### src/rtl/l1_mem_arb_if.sv
// Bundle of L1 request/ack and memory-bus signals shared by the arbiter and its neighbours.
// master = caches + memory (environment side), slave = the arbiter.
interface l1_mem_arb_if #(
    parameter int unsigned ADDR_W = 32,
    parameter int unsigned LINE_W = 128
);
    logic              ic_req;
    logic [ADDR_W-1:0] ic_addr;
    logic              ic_ack;
    logic [LINE_W-1:0] ic_ack_data;
    logic              ic_ack_fault;

    logic              dc_req;
    logic [ADDR_W-1:0] dc_addr;
    logic              dc_rd;
    logic              dc_wr;
    logic [LINE_W-1:0] dc_wr_data;
    logic              dc_ack;
    logic [LINE_W-1:0] dc_ack_data;
    logic              dc_ack_fault;

    logic              mem_req;
    logic [ADDR_W-1:0] mem_addr;
    logic              mem_rd;
    logic              mem_wr;
    logic [LINE_W-1:0] mem_wr_data;
    logic              mem_ack;
    logic [LINE_W-1:0] mem_ack_data;
    logic              mem_ack_fault;

    modport master (
        output ic_req, ic_addr,
        output dc_req, dc_addr, dc_rd, dc_wr, dc_wr_data,
        output mem_ack, mem_ack_data, mem_ack_fault,
        input  ic_ack, ic_ack_data, ic_ack_fault,
        input  dc_ack, dc_ack_data, dc_ack_fault,
        input  mem_req, mem_addr, mem_rd, mem_wr, mem_wr_data
    );

    modport slave (
        input  ic_req, ic_addr,
        input  dc_req, dc_addr, dc_rd, dc_wr, dc_wr_data,
        input  mem_ack, mem_ack_data, mem_ack_fault,
        output ic_ack, ic_ack_data, ic_ack_fault,
        output dc_ack, dc_ack_data, dc_ack_fault,
        output mem_req, mem_addr, mem_rd, mem_wr, mem_wr_data
    );
endinterface

### src/rtl/l1_mem_arb.sv
// Serialises I$ and D$ line misses onto one registered memory port with a response watchdog.
// Define ARB_RR_EN for round-robin on simultaneous requests; default is D$ fixed priority.
module l1_mem_arb #(
    parameter int unsigned ADDR_W = 32,
    parameter int unsigned LINE_W = 128,
    parameter int unsigned TO_CYC = 255
) (
    input logic          clk_in,
    input logic          reset_in,
    l1_mem_arb_if.slave  bus
);

    localparam logic [9:0] TO_LAST = 10'(TO_CYC - 1);

    typedef enum logic [1:0] {StIdle, StWait, StDone} state_e;
    typedef enum logic {OwnIc = 1'b0, OwnDc = 1'b1} owner_e;

    state_e            state_q, state_d;
    owner_e            gnt_q, last_q, win;
    logic [9:0]        cnt_q;
    logic [ADDR_W-1:0] addr_q;
    logic              rd_q, wr_q;
    logic [LINE_W-1:0] wdata_q;
    logic [LINE_W-1:0] ack_data_q;
    logic              ack_fault_q;

    logic any_req, dc_illegal, timeout;
    logic ack_ic, ack_dc;

    assign any_req    = bus.ic_req | bus.dc_req;
    assign dc_illegal = (bus.dc_rd == bus.dc_wr);
    assign timeout    = (cnt_q == TO_LAST);

    always_comb begin
        win = OwnIc;
        if (bus.ic_req && bus.dc_req) begin
`ifdef ARB_RR_EN
            win = (last_q == OwnIc) ? OwnDc : OwnIc;
`else
            win = OwnDc;
`endif
        end else if (bus.dc_req) begin
            win = OwnDc;
        end
    end

    always_ff @(posedge clk_in or posedge reset_in) begin
        if (reset_in) begin
            state_q <= StIdle;
        end else begin
            state_q <= state_d;
        end
    end

    always_comb begin
        state_d = state_q;
        case (state_q)
            StIdle: begin
                if (any_req) begin
                    // A malformed D$ command never reaches the bus; it is faulted directly.
                    state_d = (win == OwnDc && dc_illegal) ? StDone : StWait;
                end
            end
            StWait: begin
                if (bus.mem_ack || timeout) begin
                    state_d = StDone;
                end
            end
            StDone:  state_d = StIdle;
            default: state_d = StIdle;
        endcase
    end

    always_comb begin
        ack_ic = (state_q == StDone) && (gnt_q == OwnIc);
        ack_dc = (state_q == StDone) && (gnt_q == OwnDc);

        bus.mem_req     = (state_q == StWait);
        bus.mem_addr    = addr_q;
        bus.mem_rd      = rd_q;
        bus.mem_wr      = wr_q;
        bus.mem_wr_data = wdata_q;

        bus.ic_ack       = ack_ic;
        bus.ic_ack_data  = ack_ic ? ack_data_q : '0;
        bus.ic_ack_fault = ack_ic & ack_fault_q;
        bus.dc_ack       = ack_dc;
        bus.dc_ack_data  = ack_dc ? ack_data_q : '0;
        bus.dc_ack_fault = ack_dc & ack_fault_q;
    end

    always_ff @(posedge clk_in or posedge reset_in) begin
        if (reset_in) begin
            gnt_q       <= OwnIc;
            last_q      <= OwnIc;
            cnt_q       <= '0;
            addr_q      <= '0;
            rd_q        <= 1'b0;
            wr_q        <= 1'b0;
            wdata_q     <= '0;
            ack_data_q  <= '0;
            ack_fault_q <= 1'b0;
        end else begin
            case (state_q)
                StIdle: begin
                    if (any_req) begin
                        gnt_q <= win;
                        cnt_q <= '0;
                        if (win == OwnIc) begin
                            addr_q  <= bus.ic_addr;
                            rd_q    <= 1'b1;
                            wr_q    <= 1'b0;
                            wdata_q <= '0;
                        end else if (!dc_illegal) begin
                            addr_q  <= bus.dc_addr;
                            rd_q    <= bus.dc_rd;
                            wr_q    <= bus.dc_wr;
                            wdata_q <= bus.dc_wr_data;
                        end else begin
                            ack_data_q  <= '0;
                            ack_fault_q <= 1'b1;
                        end
                    end
                end
                StWait: begin
                    cnt_q <= cnt_q + 10'd1;
                    // mem_ack takes precedence over a watchdog expiry in the same cycle.
                    if (bus.mem_ack) begin
                        ack_data_q  <= bus.mem_ack_data;
                        ack_fault_q <= bus.mem_ack_fault;
                    end else if (timeout) begin
                        ack_data_q  <= '0;
                        ack_fault_q <= 1'b1;
                    end
                end
                StDone: begin
                    last_q <= gnt_q;
                end
                default: ;
            endcase
        end
    end

    ack_onehot_a: assert property (@(posedge clk_in) disable iff (reset_in)
        !(bus.ic_ack && bus.dc_ack));

    mem_stable_a: assert property (@(posedge clk_in) disable iff (reset_in)
        bus.mem_req |=> (!bus.mem_req || ($stable(bus.mem_addr) && $stable(bus.mem_rd)
                                          && $stable(bus.mem_wr))));

endmodule

### src/flat_wrapper.sv
// flat-port wrapper written by rule: the top's interface ports become plain ports
module l1_mem_arb_flat 
#(
    parameter int unsigned ADDR_W = 32,
    parameter int unsigned LINE_W = 128,
    parameter int unsigned TO_CYC = 255
)
  (clk_in, reset_in, bus_ic_req, bus_ic_addr, bus_dc_req, bus_dc_addr, bus_dc_rd, bus_dc_wr, bus_dc_wr_data, bus_mem_ack, bus_mem_ack_data, bus_mem_ack_fault, bus_ic_ack, bus_ic_ack_data, bus_ic_ack_fault, bus_dc_ack, bus_dc_ack_data, bus_dc_ack_fault, bus_mem_req, bus_mem_addr, bus_mem_rd, bus_mem_wr, bus_mem_wr_data);
  l1_mem_arb_if #(.ADDR_W(ADDR_W), .LINE_W(LINE_W)) bus_i ();
  input logic clk_in;
  input logic reset_in;
  input wire logic [$bits(bus_i.ic_req)-1:0] bus_ic_req;
  input wire logic [$bits(bus_i.ic_addr)-1:0] bus_ic_addr;
  input wire logic [$bits(bus_i.dc_req)-1:0] bus_dc_req;
  input wire logic [$bits(bus_i.dc_addr)-1:0] bus_dc_addr;
  input wire logic [$bits(bus_i.dc_rd)-1:0] bus_dc_rd;
  input wire logic [$bits(bus_i.dc_wr)-1:0] bus_dc_wr;
  input wire logic [$bits(bus_i.dc_wr_data)-1:0] bus_dc_wr_data;
  input wire logic [$bits(bus_i.mem_ack)-1:0] bus_mem_ack;
  input wire logic [$bits(bus_i.mem_ack_data)-1:0] bus_mem_ack_data;
  input wire logic [$bits(bus_i.mem_ack_fault)-1:0] bus_mem_ack_fault;
  output wire logic [$bits(bus_i.ic_ack)-1:0] bus_ic_ack;
  output wire logic [$bits(bus_i.ic_ack_data)-1:0] bus_ic_ack_data;
  output wire logic [$bits(bus_i.ic_ack_fault)-1:0] bus_ic_ack_fault;
  output wire logic [$bits(bus_i.dc_ack)-1:0] bus_dc_ack;
  output wire logic [$bits(bus_i.dc_ack_data)-1:0] bus_dc_ack_data;
  output wire logic [$bits(bus_i.dc_ack_fault)-1:0] bus_dc_ack_fault;
  output wire logic [$bits(bus_i.mem_req)-1:0] bus_mem_req;
  output wire logic [$bits(bus_i.mem_addr)-1:0] bus_mem_addr;
  output wire logic [$bits(bus_i.mem_rd)-1:0] bus_mem_rd;
  output wire logic [$bits(bus_i.mem_wr)-1:0] bus_mem_wr;
  output wire logic [$bits(bus_i.mem_wr_data)-1:0] bus_mem_wr_data;
  assign bus_i.ic_req = bus_ic_req;
  assign bus_i.ic_addr = bus_ic_addr;
  assign bus_i.dc_req = bus_dc_req;
  assign bus_i.dc_addr = bus_dc_addr;
  assign bus_i.dc_rd = bus_dc_rd;
  assign bus_i.dc_wr = bus_dc_wr;
  assign bus_i.dc_wr_data = bus_dc_wr_data;
  assign bus_i.mem_ack = bus_mem_ack;
  assign bus_i.mem_ack_data = bus_mem_ack_data;
  assign bus_i.mem_ack_fault = bus_mem_ack_fault;
  assign bus_ic_ack = bus_i.ic_ack;
  assign bus_ic_ack_data = bus_i.ic_ack_data;
  assign bus_ic_ack_fault = bus_i.ic_ack_fault;
  assign bus_dc_ack = bus_i.dc_ack;
  assign bus_dc_ack_data = bus_i.dc_ack_data;
  assign bus_dc_ack_fault = bus_i.dc_ack_fault;
  assign bus_mem_req = bus_i.mem_req;
  assign bus_mem_addr = bus_i.mem_addr;
  assign bus_mem_rd = bus_i.mem_rd;
  assign bus_mem_wr = bus_i.mem_wr;
  assign bus_mem_wr_data = bus_i.mem_wr_data;
  l1_mem_arb #(.ADDR_W(ADDR_W), .LINE_W(LINE_W), .TO_CYC(TO_CYC)) u_core (.clk_in(clk_in), .reset_in(reset_in), .bus(bus_i));
endmodule
### config.mk
export PLATFORM = sky130hd
export DESIGN_NAME = l1_mem_arb_flat
export DESIGN_NICKNAME = d
export VERILOG_FILES = /design/src/rtl/l1_mem_arb_if.sv /design/src/rtl/l1_mem_arb.sv /design/src/flat_wrapper.sv
export SDC_FILE = /design/constraint.sdc
export NUM_CORES = 1
export LEC_CHECK = 0
export ABC_AREA = 1
export CAP_MARGIN = 30
export CORE_AREA = 2 2 294 296
export CTS_CLUSTER_DIAMETER = 30
export CTS_CLUSTER_SIZE = 30
export DETAILED_ROUTE_END_ITERATION = 12
export DIE_AREA = 0 0 296 298
export PLACE_DENSITY = 0.5
export SETUP_SLACK_MARGIN = 0.05
export SLEW_MARGIN = 5
export SYNTH_ARGS = -nofsm -noshare
export SYNTH_HDL_FRONTEND = slang
export SYNTH_SLANG_ARGS = --single-unit
### constraint.sdc
create_clock -name clk_in -period 13.5 [get_ports clk_in]
set_input_delay 2.025 -clock clk_in [delete_from_list [all_inputs] [get_ports clk_in]]
set_output_delay 2.025 -clock clk_in [all_outputs]
set_load 0.01 [all_outputs]
# After elaboration in Yosys (flattened, before gate mapping)
# Cells that the tools add are included.
# classes
n_addsub	1
n_reduce_logical	12
mux	30
n_eq_ne	10
bitwise_logic	4
# op_table
operator	count
128-bit two-way mux	9
128-bit one-hot mux with 2 select lines	1
32-bit two-way mux	2
10-bit one-hot mux with 2 select lines	1
1-bit two-way mux	11
10-bit by 1-bit adder with 10-bit output, second input constant	1
10-bit by 8-bit == test with 1-bit output, second input constant	1
10-bit two-way mux	1
2-bit by 1-bit inequality test with 1-bit output, second input constant	4
2-bit two-way mux	3
2-bit AND reduction	3
5-bit AND reduction	1
1-bit logical AND	4
2-bit one-hot mux with 2 select lines	1
3-bit by 2-bit inequality test with 1-bit output, second input constant	1
3-bit AND reduction	1
1-bit AND	2
2-bit by 1-bit == test with 1-bit output, second input constant	1
2-bit == test, second input constant	1
2-bit logical NOT	1
2-bit inequality test, second input constant	1
1-bit one-hot mux with 2 select lines	1
2-bit nonzero test	1
1-bit == test	1
3 further kinds	3
# word_totals
register_bits	304
in_bits	328
wordCells	66

# Longest topological paths before layout
# logic_depth
word_depth	6
depth_mapped	11
ltp_nobuf	9

# Least setup slack after synthesis
# Ideal clock, no wire load.
# synth_path
path_kind	register -> output
from	register u_core.state_q[0]
to	output bus_ic_ack_data[117]
stages_incl_launch_ff	6
t_arrival_ps	1427
path_buffers	2
required_ps	11475
setup_slack_ps	10048
cell_sequence	dfrtp_1 nor3_1 inv_1 buf_2 buf_1 nor2_1
# synth_between
elab_chain_cells	3
# synth_lines
item	line_no	text
from (decl)	l1_mem_arb.sv:18	state_e state_q, state_d;
from (signal assigned)	l1_mem_arb.sv:49	state_q <= StIdle;
from (signal assigned)	l1_mem_arb.sv:51	state_q <= state_d;
2-bit == test	l1_mem_arb.sv:75	ack_ic = (state_q == StDone) && (gnt_q == OwnIc);
1-bit logical AND	l1_mem_arb.sv:75	
named net bus_ic_ack	flat_wrapper.sv:22	output wire logic [$bits(bus_i.ic_ack)-1:0] bus_ic_ack;
128-bit two-way mux	l1_mem_arb.sv:85	bus.ic_ack_data = ack_ic ? ack_data_q : '0;
to (decl)	flat_wrapper.sv:23	output wire logic [$bits(bus_i.ic_ack_data)-1:0] bus_ic_ack_data;
# The timed path passes the listed nets, and every way through them passes these cells.

# Worst setup path in the final report
# layout_path
from	register u_core.state_q[1]
to	output bus_dc_ack_data[67]
# layout_between
elab_chain_cells	3
# layout_lines
item	line_no	text
2-bit == test	l1_mem_arb.sv:76	ack_dc = (state_q == StDone) && (gnt_q == OwnDc);
1-bit logical AND	l1_mem_arb.sv:76	
128-bit two-way mux	l1_mem_arb.sv:88	bus.dc_ack_data = ack_dc ? ack_data_q : '0;
to (decl)	flat_wrapper.sv:26	output wire logic [$bits(bus_i.dc_ack_data)-1:0] bus_dc_ack_data;
# Every way passes these cells.

==> impl_metrics.ini <==
[timing]
relSlewSlack_pct = 29.5
finalClockSkew_ns = 0.0349
rsz0062_at_grt = false
tightest_slew_ns = 1.06
min_period_ns = 5.21
slew_viol_final = 0
timing.fmax_ghz = 0.192
setup_viol = 0
tns_ns = 0
fin_crit_sh_pct = 38.6
finalHoldViolCount = 0

[route]
ant_nets = 0
num_vias = 13900
route.detailed.drc = 0
drt-wirelength-per-cell_um = 15.7
drt_iter0_drc = 697
drtPass1Iterations = 5
drt-total-wl_um = 59000
via_per_inst = 3.71

[pwr]
power_mw = 5.74
power.leakage_nw = 11.4
power.switching_mw = 1.88
pwr_density_cell_mw_per_mm2 = 222
pwr-share-comb_pct = 31.0
switching_share_pct = 32.8
p_seq_share_pct = 26.3
clock_power_share_pct = 42.7
ir_drop_v = 0.000112
internal_power_mw = 3.86

[global_route]
grt_util_met2_pct = 22.0
grt.busiest_layer = met2
grt_max_degree = 217
antenna_found_initial = 3
grtUsageTotal_pct = 13.0
grt_pass1_wl_um = 87500
overflow = 0
grt_use_met1_pct = 15.2
met3_usage_pct = 3.80
grt_pass1_vias = 14400

[cells_and_area]
stdcell_area_mm2 = 0.0259
multi_input_area_mm2 = 0.00507
regArea_mm2 = 0.00761
areaGrowthSynthToFinish_pct = 86.7
fillers = 9096
nNetsFinal = 2856
final_util_pct = 30.5
layout-drive-gt1-share_pct = 7.24

[critical_path]
crit_path_max_incr_delay_ns = 0.75
crit_path_end_kind = primary output
critical_path.top_delay_family = buffers and inverters
path_cells = inv_1, nor3_1, inv_4, buf_4, nor2_1, clkdlybuf4s50_1
critPathLaunchType = flop
crit_fanout = 81
cp_num_buf_inv = 4
critical_path_arrival_ns = 3.19
cp_slowest_cell = buf_4
rrSetupSlack_ns = 10.83
crit_required_ns = 11.48
worst-setup-path-type = flop to primary output

[cts]
cts_sinks = 304
clockBufferDepth = 3
htree_levels = 3
path_clk_slew_ns = 0.04
ctsResizeCount = 0
worstSkewPairLatency_ns = 0.62
cts_hold_buffers = 0
clockRootBuffer = clkbuf_16
cts_tree = built
cts_setup_buffers = 0
cts_inserted_buffers = 97

[place]
dp_hpwl_um = 42700
io_buffers = 750
place_area_mm2 = 0.0223
place.gp.congestion = 0.830

[yosys]
synthCells = 1774
synth_top_area_share_pct = 54.8
netlist_area_mm2 = 0.0139
yosysWarningCount = 0
async_reset_ff_share_pct = 100
yosysMostFrequentCell = nand2_1
ys_types = 24
synth_top_cells_by_count = 707 x nand2_1, 304 x dfrtp_1, 270 x nor2_1
syn_nets = 2104
synth_seq_cells = 304
ys_top_cells_by_area = dfrtp_1 55%, nand2_1 19%, nor2_1 7.3%, o21ai_1 5.4%, inv_1 4.0%
synth_edf_count = 0
syn_area_per_cell_um2 = 7.82
yosysSeqAreaShare_pct = 54.8
synth-main-ff-cell = dfrtp_1
yosysTopAreaCell = dfrtp_1

[run_status]
status = completed

[job]
maxCapViolCount = 0

[die]
row_count = 107
die_y_um = 298
core_area_mm2 = 0.0849
start_util_pct = 16.3
die_area_mm2 = 0.0882
io_pins = 751
die-width_um = 296

[min_path]
hold_path_class = flop to flop
==> per-layer routing <==
metal	up-vias	wire (um)	part of all wire, %
li1	6929	-	-
met1	6399	23900	41
met2	480	28700	49
met3	125	4230	7.2
met4	2	2070	3.5
met5	-	13	0.022
==> final timing paths <==
kind	startpoint	to	cells past startpoint
worst min register to register	u_core.ack_data_q[64]	u_core.ack_data_q[64]	2
max in group asynchronous	reset_in	u_core.cnt_q[5]	4
worst max-delay path	u_core.state_q[1]	bus_dc_ack_data[67]	6
worst min-delay path	u_core.ack_data_q[64]	u_core.ack_data_q[64]	2
worst max register to register	u_core.cnt_q[0]	u_core.ack_data_q[66]	10
min in group asynchronous	reset_in	u_core.ack_data_q[63]	2
==> cell usage in the layout, fill, tap and decap left out, types with 3 or more instances in the layout <==
master and count:
dfrtp_1 304, inv_1 144, o21ai_1 150, clkinv_2 16, nor2_1 269, nand2_2 3
buf_4 11, clkbuf_8 20, nand3_1 12, clkdlybuf4s50_1 749, clkbuf_1 22, nand2_1 707
o21ai_0 21, bufinv_16 19, mux2i_1 32, clkbuf_16 98, inv_2 3
==> cells by family (layout without fill, tap and decap cells) <==
group	after synthesis	in the layout	synth area share [%]
compound gates	173	173	6.29
xor+xnor	3	3	0.189
fa+ha+maj	2	2	0.180
buf+inv	259	1095	8.79
flops	304	304	54.8
mux	32	32	2.31
other cells	0	2	0
simple gates	1001	1001	27.4
==> metrics by stage <==
step,hold slack (ns),setup WS (ns),cells
3_5_place_dp,0.458,8.73,3571
2_1_floorplan,0.442,3.07,1774
4_1_cts,0.468,8.20,3754
6_report,0.463,8.29,3756
5_1_grt,0.484,8.04,3756
3_3_place_gp,0.456,8.69,3571
==> area by class of cell <==
type,instances,share of cell area (%)
clock buffer,140,10.9
multi-input combinational,1211,19.6
timing repair buffer,762,29.4
tap,1144,5.53
clock inverter,43,3.01
inverter,150,2.22
antenna,2,0.0193
sequential,304,29.4
==> flip-flops by register name, indices dropped and copies added, names as in the netlist <==
register,count
u_core.bus.mem_addr,32
u_core.state_q,2
u_core.ack_data_q,128
u_core.bus.mem_rd,1
u_core.bus.mem_wr_data,128
u_core.cnt_q,10
u_core.bus.mem_wr,1
u_core.ack_fault_q,1
u_core.gnt_q,1
==> power by group through the flow <==
stage | Clock, mW | Combinational (mW) | Sequential [mW]
after detailed placement | 0 | 1.81 | 1.52
after global placement | 0 | 1.81 | 1.51
final | 2.45 | 1.78 | 1.51
after floorplan | 0 | 0.850 | 1.56
after global routing | 2.56 | 1.97 | 1.56
after CTS | 2.51 | 1.82 | 1.51
==> worst min-delay path: stages (launching register included) <==
cell,delay (ns)
dfrtp_1,0.33
nand2_1,0.05
nand2_1,0.04
Power figures use the tool's default switching activity.
